==> src/rtl/irq_ctrl.sv <==
// Prioritised 8-source interrupt controller with MASK/PEND/STAT registers and an IDLE/REQ/SERV handshake FSM.
// Optional macro IRQ_CTRL_EDGE_EN selects edge-latched pending bits; the default build is level mode.
module irq_ctrl (
    input  logic       clk,
    input  logic       rst,
    input  logic [7:0] irq_src,
    input  logic       iack,
    input  logic       reg_we,
    input  logic [1:0] reg_addr,
    input  logic [7:0] reg_din,
    output logic [7:0] reg_dout,
    output logic       irq,
    output logic [2:0] irq_vec,
    output logic       irq_busy
);

    // state | meaning
    // IDLE  | nothing requested; waiting for an active (pending and unmasked) source
    // REQ   | irq asserted; waiting for an iack rising edge or for act to drop
    // SERV  | source irq_vec in service; waiting for the iack falling edge
    typedef enum logic [1:0] {IDLE, REQ, SERV} state_t;

    state_t     state;
    logic [7:0] mask;
    logic [7:0] pend;
    logic [7:0] act;
    logic [2:0] sel;
    logic       iack_d;
    logic       ack_rise;
    logic       ack_fall;

    assign act      = pend & mask;
    assign ack_rise = iack & ~iack_d;
    assign ack_fall = ~iack & iack_d;
    assign irq      = (state == REQ);

    always_comb begin
        sel = 3'd0;
        for (int i = 7; i >= 0; i--) begin
            if (act[i]) sel = 3'(i);
        end
    end

`ifdef IRQ_CTRL_EDGE_EN
    logic [7:0] src_d;
    logic [7:0] pend_q;
    logic [7:0] w1c;
    logic [7:0] ack_clr;
    logic       capture;

    assign capture = (state == REQ) && ack_rise && (act != 8'h00);
    assign w1c     = (reg_we && reg_addr == 2'd1) ? reg_din : 8'h00;
    assign ack_clr = capture ? (8'h01 << sel) : 8'h00;
    assign pend    = pend_q;

    // A new rising edge in the same cycle as a clear keeps the bit set.
    always_ff @(posedge clk) begin
        if (!rst) begin
            src_d  <= 8'h00;
            pend_q <= 8'h00;
        end else begin
            src_d  <= irq_src;
            pend_q <= (pend_q & ~(w1c | ack_clr)) | (irq_src & ~src_d);
        end
    end
`else
    assign pend = irq_src;
`endif

    always_ff @(posedge clk) begin
        if (!rst) begin
            mask <= 8'h00;
        end else if (reg_we && reg_addr == 2'd0) begin
            mask <= reg_din;
        end
    end

    // Priority is resolved at the acknowledge edge, so late higher-priority arrivals win.
    always_ff @(posedge clk) begin
        if (!rst) begin
            state    <= IDLE;
            iack_d   <= 1'b0;
            irq_vec  <= 3'd0;
            irq_busy <= 1'b0;
        end else begin
            iack_d <= iack;
            case (state)
                IDLE: begin
                    if (act != 8'h00) state <= REQ;
                end
                REQ: begin
                    if (act == 8'h00) begin
                        state <= IDLE;
                    end else if (ack_rise) begin
                        state    <= SERV;
                        irq_vec  <= sel;
                        irq_busy <= 1'b1;
                    end
                end
                SERV: begin
                    if (ack_fall) begin
                        state    <= IDLE;
                        irq_busy <= 1'b0;
                    end
                end
                default: state <= IDLE;
            endcase
        end
    end

    always_comb begin
        reg_dout = 8'h00;
        case (reg_addr)
            2'd0:    reg_dout = mask;
            2'd1:    reg_dout = pend;
            2'd2:    reg_dout = {irq_busy, irq, 3'b000, irq_vec};
            default: reg_dout = 8'h00;
        endcase
    end

endmodule

==> config.mk <==
export PLATFORM = sky130hd
export DESIGN_NAME = irq_ctrl
export DESIGN_NICKNAME = d
export VERILOG_FILES = /design/src/rtl/irq_ctrl.sv
export SDC_FILE = /design/constraint.sdc
export NUM_CORES = 1
export LEC_CHECK = 0
export BUFFER_PORTS_ARGS = -buffer_cell sky130_fd_sc_hd__buf_2
export CORE_MARGIN = 2
export CORE_UTILIZATION = 49
export CTS_CLUSTER_DIAMETER = 60
export DETAILED_ROUTE_END_ITERATION = 16
export GPL_TIMING_DRIVEN = 0
export PLACE_DENSITY = 0.85
export RECOVER_POWER = 100
export SLEW_MARGIN = 10
export SYNTH_ARGS = -nofsm -noshare
export SYNTH_HDL_FRONTEND = slang
export SYNTH_SLANG_ARGS = --single-unit
==> constraint.sdc <==
create_clock -name clk -period 3.97 [get_ports clk]
set_input_delay 0.397 -clock clk [delete_from_list [all_inputs] [get_ports clk]]
set_output_delay 0.397 -clock clk [all_outputs]
set_load 0.01 [all_outputs]
==> summary.txt <==
Min path
  • Hold Crit Class: input port to register
  • WHS Endpoint: mask[1]
  • Hold depth: 3
  • Hold Path Origin: reg_din[1]

STA
  • RSZ-0062 raised after global routing: false
  • Relative slew slack: 0.4878
  • Post-route minimum period: 1.884 ns
  • Worst Tran Pin Value: 0.7612 ns
  • PnR worst setup slack: 2.086 ns
  • Slew Viols, Final: 0
  • Count of final hold-check violations: 0
  • Peak Freq: 0.5309 GHz
  • Clk_skew: 0.01032 ns
  • Tcrit/Tclk final: 0.4745
  • Final-report setup violation count: 0
  • Setup total negative slack: 0 ns

Place
  • Dpl ws: 2.153 ns
  • PortBufs: 32
  • Post-DP HPWL: 1.482 mm
  • Final RePlAce weighted congestion: 0.8819

Synthesis
  • Primary FF master, synth: dfxtp_1
  • Synth Area per Inst: 9.023 µm²
  • Compound-Gate Fraction of Synth Area: 0.2126
  • Main combinational cell family by area after synthesis: compound AO/OA/AOI/OAI gates
  • Mux contribution to synthesized area: 0.1972
  • Sequential share of the synthesized area: 0.3698
  • Asr flop ratio synth: 0
  • Mapped Area: 812.0 µm²
  • XOR/XNOR share of the synthesized area: 0
  • Number of synthesized flops with an enable pin: 0
  • Number of synthesized register bits: 15
  • Dominant cell type by area after synthesis: dfxtp_1
  • Post-synth top area share: 0.3698
  • Syn Inst Count: 90
  • Synth area leaders: dfxtp_1, mux2i_1, nand2_1, nor2_1, o221a_1
  • Ys Warns: 0
  • Adder-cell share of the synthesized area: 0
  • Post-Synth Simple-Gate Area: 0.1941
  • Synth cell types: 24
  • Syn nets: 112

Floorplanning
  • Starting Density: 0.5328
  • Die X: 44.71 µm
  • Total Die Area: 1999 µm²
  • Vert. Die Dim: 44.71 µm
  • Row count: 14
  • Core area: 1524 µm²
  • IO Pins: 35

Critical path
  • R2R setup slack: 2.15 ns
  • Data required time of the critical path: 3.57 ns
  • Worst Setup End Kind: primary output
  • Worst EP arrival: 1.49 ns
  • R2R Path Start: mask[1]
  • CP max-delay cell: clkbuf_1
  • Startpoint types: input port
  • Setup CP Type: input port to primary output
  • Crit path max-delay family: buffers and inverters
  • Worst path bufs/invs: 2
  • Crit path max fanout: 10
  • CP Cell Sequence: clkbuf_1 > nor2b_1 > nand2_1 > o21ai_0 > clkbuf_1
  • R2R cell count: 4
  • FF-to-FF End: irq_busy
  • Delay of the slowest critical-path stage: 0.49 ns
  • CP most frequent cell: clkbuf_1

Power
  • Maximum VDD drop: 0.2325 mV
  • Sequential Power Share: 0.526
  • Net Switching: 0.00008538 W
  • Comb pwr share: 0.170
  • Power Density: 309.4 nW/µm²
  • Leak: 0.3898 nW
  • Sw frac: 0.2824
  • P_int: 0.0002170 W
  • Clock share of power: 0.303

Run status
  • Status: complete, no violations

Layout
  • Nets: 149
  • Sequential cell area: 300.3 µm²
  • Area of the multi-input gates: 467.9 µm²
  • Share of cells above drive strength 1: 0.1905
  • Area growth syn-to-layout: 20.34%
  • ANT cells: 0
  • Filler cell count: 141

Routing
  • DRT antenna net count: 0
  • Post-Route WL: 1.947 mm
  • Via/cell ratio: 5.599
  • Residual DRC: 0
  • Drt wl/cell: 13.71 µm
  • Via count: 795
  • Drt first pass iters: 4
  • Initial drt markers: 10

Clock network
  • Hold-fix buffers, CTS: 0
  • Clock-pin slew on the worst setup and hold paths: 0.10 ns
  • CTS tree: built
  • Post-CTS sizing: 0
  • CTS root buf: clkbuf_4
  • Clock latency on the worst-skew pair: 0.30 ns
  • H-tree Lvls: 1
  • Sink Count: 15
  • Clock Path Buffers: 2
  • Inserted Clock Buffers: 3
  • Post-CTS Setup Bufs: 0

Global route
  • First-pass GRT wire length: 3.049 mm
  • Initial antenna violation count: 0
  • Vias in the first global route: 708
  • Overflow after GRT: 0
  • Largest net degree at the start of global routing: 11
  • GRT Resource Usage Total: 0.2104

Run
  • Maxcap violations: 0
## per-layer routing
| metal | vias to the layer above | global-route usage | wire, µm |
|---|---|---|---|
| met1 | 358 | 0.2663 | 885 |
| met5 | - | 0 | 0 |
| li1 | 401 | - | - |
| met2 | 32 | 0.3304 | 915 |
| met4 | 0 | 0.1333 | 28 |
| met3 | 4 | 0.03600 | 117 |
## cell type report
cell class              count  area share
clock buffers               4     0.02689
well taps                  16     0.02049
plain buffers               3     0.01152
flip-flops and latches     15      0.3073
multi-input cells          70      0.4789
repair buffers             32      0.1472
inverters                   2    0.007682
## state kept, by name, summed over array words and instances (netlist names)
signal and flops:
mask 8, irq_vec 3, state 2, iack_d 1, irq_busy 1
## synth_stat cells, types with 2 or more instances
| cell | n |
|---|---|
| a31oi_1 | 2 |
| o21ai_0 | 5 |
| nor2b_1 | 3 |
| nand2_1 | 13 |
| buf_2 | 2 |
| nor2_1 | 13 |
| mux2i_1 | 16 |
| dfxtp_1 | 15 |
| a22o_1 | 3 |
| o221a_1 | 3 |
| a32o_1 | 2 |
## cell families after synthesis
group                  count (synthesis)
DFF                                   15
and+or+nand+nor                       33
AOI/OAI and AO/OA                     21
muxes                                 16
buffers and inverters                  5
## cells in the final DEF (no fill, tap or decap), types with 2 or more instances in the layout
cell | netlist | final
a32o_1 | 2 | 2
a31oi_1 | 2 | 2
dfxtp_1 | 15 | 15
nor2_1 | 13 | 13
o21ai_0 | 5 | 5
nand2_1 | 13 | 13
nor2b_1 | 3 | 3
clkbuf_4 | 0 | 3
clkbuf_1 | 1 | 17
a22o_1 | 3 | 3
o221a_1 | 3 | 3
mux2i_1 | 16 | 16
buf_2 | 2 | 19
## power by group through the flow
| stage | combinational, W | sequential, W | clock (W) |
|---|---|---|---|
| 6_report | 0.0000514 | 0.000159 | 0.0000917 |
| 3_5_place_dp | 0.0000554 | 0.000163 | 0 |
| 4_1_cts | 0.0000555 | 0.000159 | 0.0000903 |
| 2_1_floorplan | 0.0000326 | 0.000162 | 0 |
| 3_3_place_gp | 0.0000537 | 0.000162 | 0 |
| 5_1_grt | 0.0000570 | 0.000160 | 0.0000947 |
## worst min-delay path, stage by stage
cell and delay (ns):
buf_2 0.08, mux2i_1 0.05, nor2_1 0.07
## through the flow
step	instance area [µm²]	utilization	std cells	power, W	hold slack [ns]
2_1_floorplan	812.0	-	90	0.0001945	0.4317
3_3_place_gp	992.2	0.6511	138	0.0002160	0.4476
3_5_place_dp	992.2	0.6511	138	0.0002181	0.4636
4_1_cts	1018	0.6683	142	0.0003049	0.3345
5_1_grt	977.2	0.6412	142	0.0003114	0.3654
6_report	977.2	0.6412	142	0.0003023	0.3282
## worst max path at each step
stage	startpoint	endpoint	slack, ns	cells past startpoint
2_1_floorplan	reg_addr[1]	reg_dout[0]	2.47	4
3_3_place_gp	reg_addr[1]	reg_dout[2]	2.18	5
3_5_place_dp	reg_addr[1]	reg_dout[2]	2.15	5
4_1_cts	reg_addr[1]	reg_dout[2]	2.14	5
5_1_grt	reg_addr[0]	reg_dout[2]	1.98	5
6_report	reg_addr[0]	reg_dout[2]	2.09	5
(Power assumes the default switching activity.)
